## config.mk

```make
export PLATFORM = sky130hd
export DESIGN_NAME = board_pixel_decoder
export DESIGN_NICKNAME = d
export VERILOG_FILES = /design/src/rtl/board_pixel_decoder.sv
export SDC_FILE = /design/constraint.sdc
export NUM_CORES = 1
export LEC_CHECK = 0
export ABC_AREA = 0
export BUFFER_PORTS_ARGS = -buffer_cell sky130_fd_sc_hd__buf_2
export CAP_MARGIN = 20
export CORE_ASPECT_RATIO = 0.5
export CORE_MARGIN = 2
export CORE_UTILIZATION = 45
export CTS_CLUSTER_DIAMETER = 80
export DETAILED_ROUTE_END_ITERATION = 6
export HOLD_SLACK_MARGIN = 0.1
export PLACE_DENSITY = 0.65
export SYNTH_ARGS = -nofsm -noshare
export SYNTH_HDL_FRONTEND = slang
export SYNTH_SLANG_ARGS = --single-unit
```

## constraint.sdc

```tcl
create_clock -name clk -period 3.9 [get_ports clk]
set_input_delay 0.39 -clock clk [delete_from_list [all_inputs] [get_ports clk]]
set_output_delay 0.39 -clock clk [all_outputs]
set_load 0.03 [all_outputs]
```

## src/rtl/board_pixel_decoder.sv

```systemverilog
// Maps a screen pixel to the 8x8 board cell under it by repeated subtraction of the
// cell pitch on both axes, reporting in-cell offset, outline hit, square colour and off-board.
module board_pixel_decoder #(
    parameter int BOARD_ORIGIN = 8,
    parameter int CELL_PITCH   = 28,
    parameter int BOARD_CELLS  = 8
) (
    input  logic       clk,
    input  logic       reset,
    input  logic       start,
    input  logic [8:0] pix_x,
    input  logic [7:0] pix_y,
    output logic       busy,
    output logic       done,
    output logic [2:0] cell_x,
    output logic [2:0] cell_y,
    output logic [4:0] offset_x,
    output logic [4:0] offset_y,
    output logic       on_border,
    output logic       cell_colour,
    output logic       off_board
);

    typedef enum logic [1:0] {S_IDLE, S_OFFSET, S_DIVIDE, S_DONE} state_t;

    localparam logic [2:0] LAST_CELL = 3'(BOARD_CELLS - 1);
    localparam logic [4:0] EDGE_OFF  = 5'(CELL_PITCH - 1);

    state_t     r_state;
    state_t     w_state_next;
    logic [8:0] r_rx;
    logic [7:0] r_ry;
    logic [2:0] r_cx;
    logic [2:0] r_cy;

    logic [2:0] r_cell_x;
    logic [2:0] r_cell_y;
    logic [4:0] r_off_x;
    logic [4:0] r_off_y;
    logic       r_on_border;
    logic       r_cell_colour;
    logic       r_off_board;

    logic w_low;
    logic w_x_ge;
    logic w_y_ge;
    logic w_ovf;
    logic w_fit;
    logic w_border;
    logic w_colour;

    assign w_low    = (r_rx < 9'(BOARD_ORIGIN)) || (r_ry < 8'(BOARD_ORIGIN));
    assign w_x_ge   = (r_rx >= 9'(CELL_PITCH));
    assign w_y_ge   = (r_ry >= 8'(CELL_PITCH));
    assign w_ovf    = (w_x_ge && (r_cx == LAST_CELL)) || (w_y_ge && (r_cy == LAST_CELL));
    assign w_fit    = !w_x_ge && !w_y_ge;
    assign w_border = (r_rx[4:0] == 5'd0) || (r_rx[4:0] == EDGE_OFF) ||
                      (r_ry[4:0] == 5'd0) || (r_ry[4:0] == EDGE_OFF);
    assign w_colour = ~(r_cx[0] ^ r_cy[0]);

    always_ff @(posedge clk) begin
        if (reset) begin
            r_state       <= S_IDLE;
            r_rx          <= '0;
            r_ry          <= '0;
            r_cx          <= '0;
            r_cy          <= '0;
            r_cell_x      <= '0;
            r_cell_y      <= '0;
            r_off_x       <= '0;
            r_off_y       <= '0;
            r_on_border   <= 1'b0;
            r_cell_colour <= 1'b0;
            r_off_board   <= 1'b0;
        end else begin
            r_state <= w_state_next;
            case (r_state)
                S_IDLE: begin
                    if (start) begin
                        r_rx <= pix_x;
                        r_ry <= pix_y;
                    end
                end
                S_OFFSET: begin
                    r_rx <= r_rx - 9'(BOARD_ORIGIN);
                    r_ry <= r_ry - 8'(BOARD_ORIGIN);
                    r_cx <= '0;
                    r_cy <= '0;
                    if (w_low) begin
                        r_cell_x      <= '0;
                        r_cell_y      <= '0;
                        r_off_x       <= '0;
                        r_off_y       <= '0;
                        r_on_border   <= 1'b0;
                        r_cell_colour <= 1'b0;
                        r_off_board   <= 1'b1;
                    end
                end
                S_DIVIDE: begin
                    if (w_ovf) begin
                        r_cell_x      <= '0;
                        r_cell_y      <= '0;
                        r_off_x       <= '0;
                        r_off_y       <= '0;
                        r_on_border   <= 1'b0;
                        r_cell_colour <= 1'b0;
                        r_off_board   <= 1'b1;
                    end else if (w_fit) begin
                        r_cell_x      <= r_cx;
                        r_cell_y      <= r_cy;
                        r_off_x       <= r_rx[4:0];
                        r_off_y       <= r_ry[4:0];
                        r_on_border   <= w_border;
                        r_cell_colour <= w_colour;
                        r_off_board   <= 1'b0;
                    end else begin
                        // Axes advance independently; the finished axis simply idles
                        if (w_x_ge) begin
                            r_rx <= r_rx - 9'(CELL_PITCH);
                            r_cx <= r_cx + 3'd1;
                        end
                        if (w_y_ge) begin
                            r_ry <= r_ry - 8'(CELL_PITCH);
                            r_cy <= r_cy + 3'd1;
                        end
                    end
                end
                default: ;
            endcase
        end
    end

    always_comb begin
        w_state_next = r_state;
        case (r_state)
            S_IDLE:   if (start) w_state_next = S_OFFSET;
            S_OFFSET: w_state_next = w_low ? S_DONE : S_DIVIDE;
            S_DIVIDE: if (w_ovf || w_fit) w_state_next = S_DONE;
            S_DONE:   w_state_next = S_IDLE;
            default:  w_state_next = S_IDLE;
        endcase
    end

    always_comb begin
        busy        = (r_state != S_IDLE);
        done        = (r_state == S_DONE);
        cell_x      = r_cell_x;
        cell_y      = r_cell_y;
        offset_x    = r_off_x;
        offset_y    = r_off_y;
        on_border   = r_on_border;
        cell_colour = r_cell_colour;
        off_board   = r_off_board;
    end

endmodule

```

**After elaboration in Yosys (flattened, before gate mapping)**

Index checks and enable logic that the tools add are counted.

- Flip-flop bits (word level): 44
- Latch bits: 0
- RAM bits: 0
- ROM bits: 0
- Input bits: 20
- Output and inout bits: 21
- Word-level logic and storage cells: 109
- Memories: 0

- Add/subtract/negate cells: 6
- Multiply operators: 0
- Div/mod/pow operators: 0
- Magnitude comparators: 4
- Eq/ne operators: 15
- Shifts and indexed selects: 0
- Mux-type cells: 47
- Bitwise logic cells: 2
- Reductions and logical operators: 23

Operators with widths:

| cell | number |
|---|---|
| 9-bit 2-to-1 mux | 4 |
| 3-bit 2-to-1 mux | 11 |
| 8-bit 2-to-1 mux | 4 |
| 9-bit one-hot mux with 3 select lines | 1 |
| 5-bit 2-to-1 mux | 5 |
| 3-bit one-hot mux with 2 select lines | 4 |
| 8-bit one-hot mux with 3 select lines | 1 |
| 5-bit one-hot mux with 2 select lines | 2 |
| 2-bit != test (second input constant) | 7 |
| 5-bit == test (second input constant) | 2 |
| 5-bit zero test | 2 |
| 5-bit AND reduction | 2 |
| 9-bit by 5-bit >= comparator with 1-bit output (second input constant) | 1 |
| 9-bit by 4-bit < comparator with 1-bit output (second input constant) | 1 |
| 1-bit 2-to-1 mux | 9 |
| 9-bit by 4-bit subtractor with 9-bit output (second input constant) | 1 |
| 9-bit by 5-bit subtractor with 9-bit output (second input constant) | 1 |
| 8-bit by 5-bit >= comparator with 1-bit output (second input constant) | 1 |
| 8-bit by 4-bit < comparator with 1-bit output (second input constant) | 1 |
| 2-bit one-hot mux with 4 select lines | 1 |
| 4-bit AND reduction | 2 |
| 8-bit by 4-bit subtractor with 8-bit output (second input constant) | 1 |
| 8-bit by 5-bit subtractor with 8-bit output (second input constant) | 1 |
| 3-bit by 1-bit adder with 3-bit output (second input constant) | 2 |
| 16 further kinds | 30 |

**Longest topological paths before layout**

- Depth in word-level cells: 7
- Mapped depth: 10
- Gate-level depth less buffers: 7

**Worst setup path before layout**

OpenSTA, ideal clock, no wires.

- Path type: reg2reg
- Start point: reg r_ry[3]
- End point: reg r_rx[4]
- Arrival time: 2.304 ns
- Data required time: 3.833 ns
- Path slack: 1.529 ns
- Cell stages (with the launch flop): 8
- Path buffers: 1
- Clock period less this slack: 2.371 ns
- Cell sequence: dfxtp_1 -> ha_1 -> a2111oi_4 -> o22ai_2 -> or4_1 -> buf_2 -> or3_4 -> a21oi_2

- Cells in the longest elaborated chain, start to end: 5
- Elaborated cells between the ends (all ways): 8

RTL lines:

| item | RTL line | source |
|---|---|---|
| start: declaration | 32 | `logic [7:0] r_ry;` |
| start signal: assignment | 81 | `r_ry <= pix_y;` |
| start signal: assignment | 86 | `r_ry <= r_ry - 8'(BOARD_ORIGIN);` |
| start signal: assignment | 123 | `r_ry <= r_ry - 8'(CELL_PITCH);` |
| 8-bit by 5-bit >= comparator with 1-bit output * | 54 | `assign w_y_ge = (r_ry >= 8'(CELL_PITCH));` |
| 1-bit zero test / 1-bit logical AND (equally long branches) | 56, 55 |  |
| 1-bit logical AND / 1-bit logical OR (equally long branches) | 56, 55 |  |
| 2-bit != test (no source line) | n/a |  |
| 5-bit AND reduction (no source line) * | n/a |  |
| end signal: assignment | 80 | `r_rx <= pix_x;` |
| end signal: assignment | 85 | `r_rx <= r_rx - 9'(BOARD_ORIGIN);` |
| end signal: assignment | 119 | `r_rx <= r_rx - 9'(CELL_PITCH);` |
| end: declaration | 31 | `logic [8:0] r_rx;` |

Every way passes the cells marked *; elsewhere a longest branch is shown, timed or not.
A chain may end at the register's enable or synchronous reset.

**Final worst setup path**

- Start point: reg r_state[0]
- End point: reg r_off_x[1], in the netlist offset_x[1]

- Cells in the longest elaborated chain, start to end: 3
- Elaborated cells between the ends (all ways): 7

RTL lines:

| item | RTL line | source |
|---|---|---|
| start: declaration | 29 | `state_t r_state;` |
| start signal: assignment | 76 | `r_state <= w_state_next;` |
| 2-bit == test / 2-bit by 1-bit == test with 1-bit output (equally long branches) | 77 | `case (r_state)` |
| 3-bit != test (no source line) (tied with other cells) | n/a |  |
| 3-bit AND reduction (no source line) | n/a |  |
| end signal: assignment | 111 | `r_off_x <= r_rx[4:0];` |
| end: declaration | 38 | `logic [4:0] r_off_x;` |

Parallel ways exist; a longest one is shown, timed or not.

==> run metrics <==
Max-slew headroom=0.3772; Placed Cells=419; ys async rst share=0; Yosys warnings=0; # diodes=0; CTS clk-pin slew, worst paths=~70 ps; final core occ=0.5544; Synth Area per Inst=8.467 um^2; Worst Hold Path EP=r_ry[1]; fin cells=~430; worst vdd ir=0.0003372 V; TritonCTS Buffers=5; synthesized area=2726 um^2; max incr delay on CP=810 ps; LEAKAGE=1.265 nW; top cells by area, synth=dfxtp_1 32%, ha_1 8.7%, nand2_1 5.2%; Resized cells post-CTS=0; crit start category=flop; final setup margin=860.1 ps; reg2reg setup slack=860 ps; DRT Pass-1 Iters=5; DRC Markers=0; hold depth=3; gr ovfl total=0; I/O Pins=41; root buffer cell=clkbuf_16; Reg-to-Reg End=offset_x[1]; Cell Chain, Critical Path=inv_1 > ha_1 > inv_2 > a21o_1 > o311ai_4 > buf_4 > nand3_1 > o41ai_1; RR Startpoint=r_state[0]; initial antenna violation count=0; clock skew=between 3 and 4 ps; row cnt=19; drt via density=6.051; Routed WL=7498 um; area of the die=6735 um^2; Final Cycle Share=0.7795; Mapped Cells=322; Worst-Margin Slew=between 900 and 1000 ps; Post-Syn Nets=about 360; top_reg_cell synth=dfxtp_1; WP data arrival=3210 ps; largest net degree at the start of global routing=41; number of port buffers=40; Setup CP Type=reg2reg; Core ar.=5658 um^2; synthesized flop and latch total=44; outcome=completed; Post-CTS Setup Repair Bufs=0; Synth top area share=0.3231; number of hold buffers added after cts=0; clk buf depth=2; first-pass GRT wire length=12220 um; final slew viol count=0; Die Y=59.04 um; CTS tree=yes; Hold WC Path Type=in2reg; Synth area leader=dfxtp_1; Max H-tree Level=2; fmax=329.0 MHz; GRT Resource Usage Total=0.2363; cells on worst reg2reg path=8; Clk Latency, worst-skew pair=290 ps; initial core utilization=0.4819; register area share after synthesis=0.3231; commonest cells after routing, fill and taps aside=44 x dfxtp_1, 40 x buf_2, 38 x nand2_1; Hold Vio Cnt, Final=0; HP Start=pix_y[1]; RSZ-0062 raised after global routing=false; WL/cell=17.52 um; crit path max fanout=26; slowest CP cell=o311ai_4; Req. time, crit path=4070 ps; final setup vio count=0; dpl hpwl=approximately 5400 um; Max Cap Viol=0; Final Critical Period=3040 ps; power per cell area=888.0 nW/um^2; pre-CTS WS=around 890 ps; gpl congestion=0.8898; TritonCTS Sinks=44; via count=2590; layout cells sized above 1=0.2028; setup_tns=0 ps; area grow syn2layout=15.05%; Final ANT Viol Nets=0; number of nets in the layout=393; Synth cell types=68; EDFF count, synth=0; Die Width=between 100 and 150 um; DRT iter0 DRCs=around 180; Critical Path Sink Type=flop; number of global-route vias before repair=2460; commonest non-fill, non-tap cell in the layout=dfxtp_1
## worst max-delay path, delay by kind of cell, from the launching register on
family                   cells  cell delay [ps]
adder cells (fa/ha/maj)      1              680
AND/OR/NAND/NOR              1               90
flip-flops                   1              330
buffers and inverters        3              640
AO/OA/AOI/OAI                3             1170
## cells by family (layout without fill, tap and decap cells)
kind of cell | after synthesis | count (layout) | synth area share
flip-flops | 44 | 44 | 0.3231
multiplexers | 6 | 6 | 0.02295
adder cells (fa/ha/maj) | 19 | 19 | 0.08720
AND/OR/NAND/NOR | 111 | 111 | 0.2134
AO/OA/AOI/OAI | 98 | 98 | 0.2781
buffers and inverters | 41 | 74 | 0.06562
XOR/XNOR | 3 | 3 | 0.009639
## routing by layer
metal  track usage  vias up  share of wire
li1              -     1271              -
met5             0        -              0
met4       0.08711        0          0.014
met1        0.3371     1219           0.51
met3       0.07157       13          0.068
met2        0.3376       87           0.40
## state kept, by name, indices dropped and copies added, names as in the netlist
| register | flops |
|---|---|
| offset_x | 5 |
| r_cy | 3 |
| off_board | 1 |
| r_ry | 8 |
| cell_y | 3 |
| cell_colour | 1 |
| offset_y | 5 |
| r_rx | 9 |
| cell_x | 3 |
| r_state | 2 |
| on_border | 1 |
| r_cx | 3 |
## worst max-delay path by stage
stage / depth (start not counted) / start / to
global placement: 8 / r_state[0] / offset_y[0]
global route: 8 / r_state[0] / offset_x[0]
detailed placement: 8 / r_state[0] / offset_x[1]
floorplan: 7 / r_ry[3] / r_rx[4]
finish: 8 / r_state[0] / offset_x[1]
CTS: 8 / r_state[0] / offset_x[1]
## synth_stat cells (all sizes together) (3+ instances only)
library cell  instances
dfxtp                44
nand2                38
a21oi                26
ha                   19
inv                  18
nor2                 17
nand3                12
clkbuf               11
or3                  11
buf                  10
nor3                 10
o21ai                10
nor4b                 7
nor4                  5
a211oi                4
a31o                  4
mux2i                 4
o221ai                4
o31ai                 4
o41ai                 4
a21boi                3
a221o                 3
a31oi                 3
o311ai                3
## layout make-up
cell class	count	area, um^2
fill	519	2521
multi-input combinational	237	1667
sequential	44	880.8
timing repair buffer	46	245.2
clock buffer	6	138.9
tap	73	91.34
inverter	20	75.07
clock inverter	2	38.79
## power breakdown
| group | total [mW] | internal (mW) | switching [mW] | leakage [nW] |
|---|---|---|---|---|
| combinational | 1.57 | 0.598 | 0.971 | 0.819 |
| sequential | 0.706 | 0.550 | 0.156 | 0.359 |
| clock | 0.510 | 0.321 | 0.189 | 0.0871 |
| total | 2.79 | 1.47 | 1.32 | 1.26 |
## stage by stage
step                power, mW  instance area (um^2)  hold WS (ps)
finish                  2.785                  3137         350.0
global route            2.994                  3137         359.3
CTS                     2.772                  3129         339.9
detailed placement      2.248                  2952         442.6
global placement        2.211                  2952         440.2
floorplan               1.889                  2726         459.8
Power figures use the tool's default switching activity.
